===== src/rtl/vga_timing_pkg.sv =====
// Shared VGA raster constants and the timing bundle carried down the
// cam_frame_reader delay line.
//   H_*/V_*      : default 640x480@60 raster (visible, porches, sync)
//   IMG_W/IMG_H  : stored QVGA camera frame size
//   SYNC_POL     : active level of h_sync/v_sync (0 = active-low)
//   vga_tim_t    : {de, hs, vs, fs, x, y}; hs/vs are kept active-high internally
package vga_timing_pkg;

  localparam int H_VIS   = 640;
  localparam int H_FP    = 16;
  localparam int H_SYNC  = 96;
  localparam int H_BP    = 48;
  localparam int H_TOTAL = H_VIS + H_FP + H_SYNC + H_BP;

  localparam int V_VIS   = 480;
  localparam int V_FP    = 10;
  localparam int V_SYNC  = 2;
  localparam int V_BP    = 33;
  localparam int V_TOTAL = V_VIS + V_FP + V_SYNC + V_BP;

  localparam int IMG_W   = 320;
  localparam int IMG_H   = 240;

  localparam bit SYNC_POL = 1'b0;

  typedef struct packed {
    logic       de;
    logic       hs;
    logic       vs;
    logic       fs;
    logic [9:0] x;
    logic [9:0] y;
  } vga_tim_t;

endpackage


===== src/rtl/vga_timing_gen.sv =====
// Raster counters plus stage-0 decode.
//   clk, reset : pixel clock, synchronous active-high reset
//   tim_o      : decoded timing for the current counter position
//                (hs/vs active-high, x/y forced to 0 outside the visible area)
//   h_cnt_o    : horizontal counter 0..H_TOTAL-1
//   v_cnt_o    : vertical counter 0..V_TOTAL-1
module vga_timing_gen #(
  parameter int H_VIS  = vga_timing_pkg::H_VIS,
  parameter int H_FP   = vga_timing_pkg::H_FP,
  parameter int H_SYNC = vga_timing_pkg::H_SYNC,
  parameter int H_BP   = vga_timing_pkg::H_BP,
  parameter int V_VIS  = vga_timing_pkg::V_VIS,
  parameter int V_FP   = vga_timing_pkg::V_FP,
  parameter int V_SYNC = vga_timing_pkg::V_SYNC,
  parameter int V_BP   = vga_timing_pkg::V_BP
) (
  input  logic                     clk,
  input  logic                     reset,
  output vga_timing_pkg::vga_tim_t tim_o,
  output logic [9:0]               h_cnt_o,
  output logic [9:0]               v_cnt_o
);
  import vga_timing_pkg::*;

  localparam logic [9:0] H_VIS_C = 10'(H_VIS);
  localparam logic [9:0] H_HS_B  = 10'(H_VIS + H_FP);
  localparam logic [9:0] H_HS_E  = 10'(H_VIS + H_FP + H_SYNC - 1);
  localparam logic [9:0] H_LAST  = 10'(H_VIS + H_FP + H_SYNC + H_BP - 1);
  localparam logic [9:0] V_VIS_C = 10'(V_VIS);
  localparam logic [9:0] V_VS_B  = 10'(V_VIS + V_FP);
  localparam logic [9:0] V_VS_E  = 10'(V_VIS + V_FP + V_SYNC - 1);
  localparam logic [9:0] V_LAST  = 10'(V_VIS + V_FP + V_SYNC + V_BP - 1);

  logic [9:0] h_cnt_q, h_cnt_d;
  logic [9:0] v_cnt_q, v_cnt_d;
  vga_tim_t   tim_p0;

  // Line and frame wrap happen on the same edge, so there is no gap pixel.
  always_comb begin
    h_cnt_d = h_cnt_q + 10'd1;
    v_cnt_d = v_cnt_q;
    if (h_cnt_q == H_LAST) begin
      h_cnt_d = '0;
      v_cnt_d = (v_cnt_q == V_LAST) ? '0 : v_cnt_q + 10'd1;
    end
  end

  always_ff @(posedge clk) begin
    if (reset) begin
      h_cnt_q <= '0;
      v_cnt_q <= '0;
    end else begin
      h_cnt_q <= h_cnt_d;
      v_cnt_q <= v_cnt_d;
    end
  end

  // Stage 0: decode of the raw counters.
  always_comb begin
    tim_p0    = '0;
    tim_p0.de = (h_cnt_q < H_VIS_C) && (v_cnt_q < V_VIS_C);
    tim_p0.hs = (h_cnt_q >= H_HS_B) && (h_cnt_q <= H_HS_E);
    tim_p0.vs = (v_cnt_q >= V_VS_B) && (v_cnt_q <= V_VS_E);
    tim_p0.fs = (h_cnt_q == '0) && (v_cnt_q == '0);
    if (tim_p0.de) begin
      tim_p0.x = h_cnt_q;
      tim_p0.y = v_cnt_q;
    end
  end

  assign tim_o   = tim_p0;
  assign h_cnt_o = h_cnt_q;
  assign v_cnt_o = v_cnt_q;

endmodule


===== src/rtl/cam_frame_reader.sv =====
// Scans a VGA raster and fetches a 2x-upscaled QVGA RGB444 frame from the
// dual-bank frame buffer, producing pixel-aligned timing and colour for the
// colour filter stage. All outputs lag the raster counters by two clocks.
//   clk, reset          : pixel clock, synchronous active-high reset
//   bank_sel            : bank to display, taken only at frame start
//   rd_data             : BRAM read data {R,G,B}, valid 1 clk after rd_en
//   rd_en/rd_addr       : BRAM read enable / word address within the bank
//   rd_bank             : bank MSB, frame-stable copy of bank_sel
//   h_sync/v_sync       : syncs at SYNC_POL polarity
//   DE, x, y            : visible flag and pixel coordinates
//   cam_r/cam_g/cam_b   : pixel colour, 0 outside the visible area
//   frame_start         : one-clk pulse on output pixel (0,0)
module cam_frame_reader #(
  parameter int H_VIS    = vga_timing_pkg::H_VIS,
  parameter int H_FP     = vga_timing_pkg::H_FP,
  parameter int H_SYNC   = vga_timing_pkg::H_SYNC,
  parameter int H_BP     = vga_timing_pkg::H_BP,
  parameter int V_VIS    = vga_timing_pkg::V_VIS,
  parameter int V_FP     = vga_timing_pkg::V_FP,
  parameter int V_SYNC   = vga_timing_pkg::V_SYNC,
  parameter int V_BP     = vga_timing_pkg::V_BP,
  parameter bit SYNC_POL = vga_timing_pkg::SYNC_POL
) (
  input  logic        clk,
  input  logic        reset,
  input  logic        bank_sel,
  input  logic [11:0] rd_data,
  output logic        rd_en,
  output logic [16:0] rd_addr,
  output logic        rd_bank,
  output logic        h_sync,
  output logic        v_sync,
  output logic        DE,
  output logic [9:0]  x,
  output logic [9:0]  y,
  output logic [3:0]  cam_r,
  output logic [3:0]  cam_g,
  output logic [3:0]  cam_b,
  output logic        frame_start
);
  import vga_timing_pkg::*;

  // Word address of the stored pixel: row*320 + col, with row/col already
  // halved for the 2x upscale. 320 = 256 + 64, so two shifts and an add.
  function automatic logic [16:0] pix_addr(input logic [8:0] col, input logic [8:0] row);
    logic [16:0] r;
    r = {8'd0, row};
    return (r << 8) + (r << 6) + {8'd0, col};
  endfunction

  vga_tim_t    tim_p0;
  logic [9:0]  h_cnt_p0, v_cnt_p0;

  vga_tim_t    tim_p1_q;
  logic        rd_en_p1_q;
  logic [16:0] rd_addr_p1_q;
  logic        rd_bank_q;

  vga_tim_t    tim_p2_q;

  vga_timing_gen #(
    .H_VIS (H_VIS),  .H_FP (H_FP), .H_SYNC (H_SYNC), .H_BP (H_BP),
    .V_VIS (V_VIS),  .V_FP (V_FP), .V_SYNC (V_SYNC), .V_BP (V_BP)
  ) u_timing (
    .clk     (clk),
    .reset   (reset),
    .tim_o   (tim_p0),
    .h_cnt_o (h_cnt_p0),
    .v_cnt_o (v_cnt_p0)
  );

  // Stage 0 -> 1: issue the BRAM read; address holds through blanking.
  // The bank is latched only at raster (0,0) so a frame never tears.
  always_ff @(posedge clk) begin
    if (reset) begin
      tim_p1_q     <= '0;
      rd_en_p1_q   <= 1'b0;
      rd_addr_p1_q <= '0;
      rd_bank_q    <= 1'b0;
    end else begin
      tim_p1_q   <= tim_p0;
      rd_en_p1_q <= tim_p0.de;
      if (tim_p0.de) rd_addr_p1_q <= pix_addr(h_cnt_p0[9:1], v_cnt_p0[9:1]);
      if (tim_p0.fs) rd_bank_q <= bank_sel;
    end
  end

  // Stage 1 -> 2: timing lines up with the BRAM data returning this clk.
  always_ff @(posedge clk) begin
    if (reset) tim_p2_q <= '0;
    else       tim_p2_q <= tim_p1_q;
  end

  assign rd_en       = rd_en_p1_q;
  assign rd_addr     = rd_addr_p1_q;
  assign rd_bank     = rd_bank_q;

  assign DE          = tim_p2_q.de;
  assign x           = tim_p2_q.x;
  assign y           = tim_p2_q.y;
  assign frame_start = tim_p2_q.fs;
  assign h_sync      = SYNC_POL ? tim_p2_q.hs : ~tim_p2_q.hs;
  assign v_sync      = SYNC_POL ? tim_p2_q.vs : ~tim_p2_q.vs;

  // Stale read data (blanking, just after reset) is masked by DE.
  assign cam_r = tim_p2_q.de ? rd_data[11:8] : 4'd0;
  assign cam_g = tim_p2_q.de ? rd_data[7:4]  : 4'd0;
  assign cam_b = tim_p2_q.de ? rd_data[3:0]  : 4'd0;

endmodule

===== config.mk =====
export PLATFORM = sky130hd
export DESIGN_NAME = cam_frame_reader
export DESIGN_NICKNAME = d
export VERILOG_FILES = /design/src/rtl/vga_timing_pkg.sv /design/src/rtl/vga_timing_gen.sv /design/src/rtl/cam_frame_reader.sv
export SDC_FILE = /design/constraint.sdc
export NUM_CORES = 1
export LEC_CHECK = 0
export ABC_AREA = 1
export BUFFER_PORTS_ARGS = -buffer_cell sky130_fd_sc_hd__buf_2
export CORE_ASPECT_RATIO = 0.9
export CORE_MARGIN = 2
export CORE_UTILIZATION = 53
export DETAILED_ROUTE_END_ITERATION = 7
export GPL_TIMING_DRIVEN = 0
export PLACE_DENSITY = 0.83
export SLEW_MARGIN = 10
export SYNTH_ARGS = -nofsm -noshare
export SYNTH_HDL_FRONTEND = slang
export SYNTH_SLANG_ARGS = --single-unit

===== constraint.sdc =====
create_clock -name clk -period 3.8 [get_ports clk]
set_input_delay 0.19 -clock clk [delete_from_list [all_inputs] [get_ports clk]]
set_output_delay 0.19 -clock clk [all_outputs]
set_load 0.01 [all_outputs]

======== Yosys cells after proc, flatten, opt, wreduce, memory -nomap -nowiden ========
Cells that the tools add are included.
storage, ports and cells
  input port bits ......................... 15
  output and inout port bits .............. 55
  logic and storage cells ................. 43
  bits in registers ....................... 86
cells by class
  bitwise gates (word level) .............. 3
  magnitude comparators ................... 6
  reduce and logical (&&, ||, !) cells .... 8
  multiplexer cells ....................... 4
  $add $sub $neg .......................... 4
  equality and inequality tests ........... 2
operators with widths
  cell                                                                 count
  adder 10 x 1 -> 10 bit (second input constant)                       2
  equality test 10 bit (second input constant)                         2
  logical NOT 10 bit                                                   2
  adder 17 x 15 -> 17 bit                                              1
  adder 17 x 9 -> 17 bit                                               1
  2-to-1 mux 4 bit                                                     3
  greater-or-equal comparator 10 bit (second input constant)           1
  greater-or-equal comparator 10 x 9 -> 1 bit (second input constant)  1
  less-or-equal comparator 10 bit (second input constant)              1
  less-or-equal comparator 10 x 9 -> 1 bit (second input constant)     1
  less-than comparator 10 bit (second input constant)                  1
  less-than comparator 10 x 9 -> 1 bit (second input constant)         1
  2-to-1 mux 10 bit                                                    1
  logical AND 1 bit                                                    4
  OR reduction 2 bit                                                   2
  NOT 1 bit                                                            3

======== Longest topological paths before layout ========
  depth in word-level cells ............... 4
  gate-level depth with buffers ........... 13
  depth with buffers taken out ............ 13

======== Cells and area by module ========
From an unflattened synthesis, not the netlist that was laid out.
unflattened totals
  cells, all modules ...................... 579
  area, all modules ....................... 4152.7 um^2
modules (own cells, without submodules)
  module            instances  area each (um^2)  cells an instance
  cam_frame_reader  1          2834.0            375
  vga_timing_gen    1          1318.8            204

======== Worst setup path before layout ========
OpenSTA, ideal clock, no wires.
  path type ............................... register to register
  start point ............................. register u_timing.h_cnt_q[9] (netlist: u_timing.h_cnt_o[9])
  end point ............................... register rd_addr_p1_q[13] (netlist: rd_addr[13])
  period minus slack after synthesis ...... 2.040 ns
  path buffers ............................ 0
  stages on the path, launching flop included .. 12
  path slack .............................. 1.760 ns
  required time ........................... 3.691 ns
  library setup time ...................... 0.109 ns
  data arrival time ....................... 1.931 ns
  path through ............................ dfxtp_1 -> inv_1 -> fa_1 -> fa_1 -> inv_1 -> nand3_1 -> nand2_1 -> nand2_1 -> nand3_1 -> nand3_1 -> nand2_1 -> inv_1
on the way
  cells in the longest elaborated chain, start to end .. 2
  elaborated cells on any way between the ends .. 3
  classes of those cells .................. add/sub (1); order compare (1); reduce/logical (1)
RTL lines
  item                                                                            line                    source
  from (decl)                                                                     vga_timing_gen.sv:34    logic [9:0] h_cnt_q, h_cnt_d;
  from (signal assigned)                                                          vga_timing_gen.sv:53    h_cnt_q <= h_cnt_d;
  parallel branches: the longest is 2 deep, another holds adder 17 x 9 -> 17 bit  -
  to (signal assigned)                                                            cam_frame_reader.sv:83  if (tim_p0.de) rd_addr_p1_q <= pix_addr(h_cnt_p0[9:1], v_cnt_p0[9:1]);
  to (decl)                                                                       cam_frame_reader.sv:56  logic [16:0] rd_addr_p1_q;
Parallel ways; which one is timed is not known.
A chain may end at the register's enable or synchronous reset.

======== Final worst setup path ========
  start point ............................. register u_timing.v_cnt_q[3] (netlist: u_timing.v_cnt_o[3])
  end point ............................... register rd_addr_p1_q[13] (netlist: rd_addr[13])
on the way
  cells in the longest elaborated chain, start to end .. 2
  elaborated cells on any way between the ends .. 4
  classes of those cells .................. add/sub (2); order compare (1); reduce/logical (1)
RTL lines
  item                                                                             line                                          source
  from (decl)                                                                      vga_timing_gen.sv:35                          logic [9:0] v_cnt_q, v_cnt_d;
  from (signal assigned)                                                           vga_timing_gen.sv:54                          v_cnt_q <= v_cnt_d;
  adder 17 x 15 -> 17 bit or less-than comparator 10 x 9 -> 1 bit (tied branches)  cam_frame_reader.sv:48, vga_timing_gen.sv:61
  adder 17 x 9 -> 17 bit or logical AND 1 bit (tied branches)                      cam_frame_reader.sv:48, vga_timing_gen.sv:61
Several ways; a longest one is shown, not always the timed one.

==> impl_metrics.yaml <==
synthesis:
  synth_edf_count: 0
  synth-async-reset-ratio_pct: 0
  synth_top_area_share_pct: 44.2
  ys_warn_count: 0
  syn_area_sq_um: 3900
  synth_most_common_cell: "nand2_1"
  ys_top_cells_by_count: "nand2_1, inv_1, dfxtp_1, nor2_1, nand3_1"
  ys_ff_latch: 86
  synth_top_area_cell: "dfxtp_1"
  synthCells: 518
  syn_area_per_cell_sq_um: 7.52
  synth_fp_nets: 556
  ys.flop_type: "dfxtp_1"
  yosysSeqAreaShare_pct: 44.2
  synth_area_leaders: "dfxtp_1, nand2_1, inv_1"
  synth.distinct_cells: 34
setup_path:
  worstPathArrival_ns: 2.56
  critPathCaptureType: "flop"
  path_max_fanout: 6
  start_kind: "flop"
  ff2ff_setup_slack_ns: 1.49
  critical_path_class: "flop to flop"
  cp_data_required_time_ns: 4.06
clock_network:
  insertion_delay_ns: 0.35
  cts_tree: "done"
  cts-htree-levels: 3
  clockBufferDepth: 2
  ctsHoldBuffers: 0
  clockRootBuffer: "clkbuf_8"
  cts_sinks: 86
  cts_buffers: 9
  cts_resized: 0
  post_cts_buffers: 0
  clkTransAtPathRegs_ns: 0.08
grt:
  grtUsageMet1_pct: 27.6
  met2_usage_pct: 36.6
  grt_busiest_layer: "met2"
  grt_overflow: 0
  grt_pass1_wl_um: 13500
  antenna_found_initial: 0
  grt_pass1_vias: 3029
  grt_max_degree: 15
  grt_use_met3_pct: 4.62
  grt_usage_pct: 21.4
die:
  die-area_sq_um: 8060
  initial_utilization_pct: 55.1
  die_w_um: 94.4
  coreArea_sq_um: 7080
  fp-row-count: 29
  die_y_um: 85.4
  io_pins: 70
timing:
  rsz0062_at_grt: "false"
  setup_viol: 0
  max_freq_mhz: 434
  setup-tns-final_ns: 0
  timing.final.crit_share_pct: 60.7
  period_minus_slack_ns: 2.31
  skew_ns: 0.00600
  hold_viol: 0
  finalMaxSlewViolations: 0
power_and_ir_drop:
  vdd_drop_max_mv: 0.300
  power_density_nw_per_um2: 358
  leakagePower_uw: 0.00250
finish:
  final_cells: 696
  antenna_cells: 0
  fin_nets: 636
  area_growth_pct: 16.9
  drive_gt1_share_pct: 21.9
route:
  ant_nets: 0
  drt_iter0_drc: 151
  drt_drc_violations_left: 0
  via_per_inst: 4.75
  drt_wl_total_um: 8180
  wl_per_cell_um: 11.7
  dr.pass1.iters: 4
  vias: 3303
status:
  status: "finished clean"
placement:
  io_buffer_count: 69
  dp_cells: 680
  dpl.hpwl_um: 6340
  place_congestion: 0.888
min_path:
  hold_path.class: "input port to flop"
run:
  maxCapViolations: 0
flip-flops by register name, summed over array words and instances (netlist names):
name / count
frame_start: 1
rd_bank: 1
y: 10
u_timing.h_cnt_o: 10
u_timing.v_cnt_o: 10
rd_addr: 17
tim_p1_q: 23
tim_p2_q: 2
x: 10
rd_en: 1
DE: 1
path summary, 6_finish.rpt:
check | from | endpoint | depth (start not counted)
setup / recovery | u_timing.v_cnt_o[3]$_SDFFE_PP0P_ | rd_addr[13]$_SDFFE_PP0P_ | 11
hold / removal | bank_sel | rd_bank$_SDFFE_PP0P_ | 3
setup reg to reg | u_timing.v_cnt_o[3]$_SDFFE_PP0P_ | rd_addr[13]$_SDFFE_PP0P_ | 11
hold reg to reg | tim_p1_q[18]$_SDFF_PP0_ | x[8]$_SDFF_PP0_ | 2
worst max-delay path: stages (launching register included):
cell and delay (ns):
dfxtp_1 0.46, inv_1 0.15, fa_1 0.53, fa_1 0.48, inv_1 0.07, nand3_1 0.06, nand2_1 0.13, nand2_1 0.08
nand3_1 0.07, nand3_1 0.08, nand2_1 0.06, inv_1 0.04
layout by cell type, fill, tap and decap left out, drive strengths merged:
cell,synthesis,final
nand2,102,102
inv,98,99
buf,29,98
dfxtp,86,86
nor2,85,85
nand3,35,35
ha,21,21
a21oi,16,16
clkbuf,3,14
o21ai,13,13
nand4,9,9
xor2,5,5
nor3,4,4
clkinv,1,3
xnor2,2,2
nor4,2,2
fa,2,2
a211oi,1,1
nor3b,1,1
nand3b,1,1
o22ai,1,1
bufinv,0,1
clkinvlp,0,1
conb,1,1
per-layer routing:
metal  wire [um]  part of all wire, %
met1        3700                   45
met2        3870                   47
met3         538                  6.6
met4          74                 0.91
met5           0                    0
area by class of cell:
class                   count  area (sq um)
fillers                   637          2520
flip-flops and latches     86          1720
multi-input cells         301          1590
inverters                  99           372
repair buffers             69           345
plain buffers              32           216
clock buffers              11           141
well taps                  93           116
clock inverters             5          56.3
power breakdown:
part | internal [uW] | switching (uW) | total (uW)
clock network | 322 | 313 | 635
logic | 29.6 | 48.8 | 78.4
registers | 912 | 5.97 | 918
metrics by stage:
| stage | worst slack [ns] | instance area, sq um | total power (uW) | hold slack, ns | util (%) |
|---|---|---|---|---|---|
| after global placement | 1.53 | 4360 | 1010 | 0.390 | 61.6 |
| after global routing | 1.32 | 4560 | 1690 | 0.0879 | 64.4 |
| after detailed placement | 1.53 | 4360 | 1020 | 0.393 | 61.6 |
| after CTS | 1.50 | 4560 | 1640 | 0.0831 | 64.4 |
| after floorplan | 1.76 | 3900 | 985 | 0.325 | - |
| final | 1.49 | 4560 | 1630 | 0.0924 | 64.4 |
logic make-up after synthesis:
kind of cell	count (synthesis)	synth area share, %
compound gates	31	4.08
simple gates	239	27.2
fa+ha+maj	23	7.77
xor+xnor	7	1.57
flops	86	44.2
buf+inv	131	15.1
other cells	1	0.0962
Note: power is estimated with default switching activity, not from simulation.
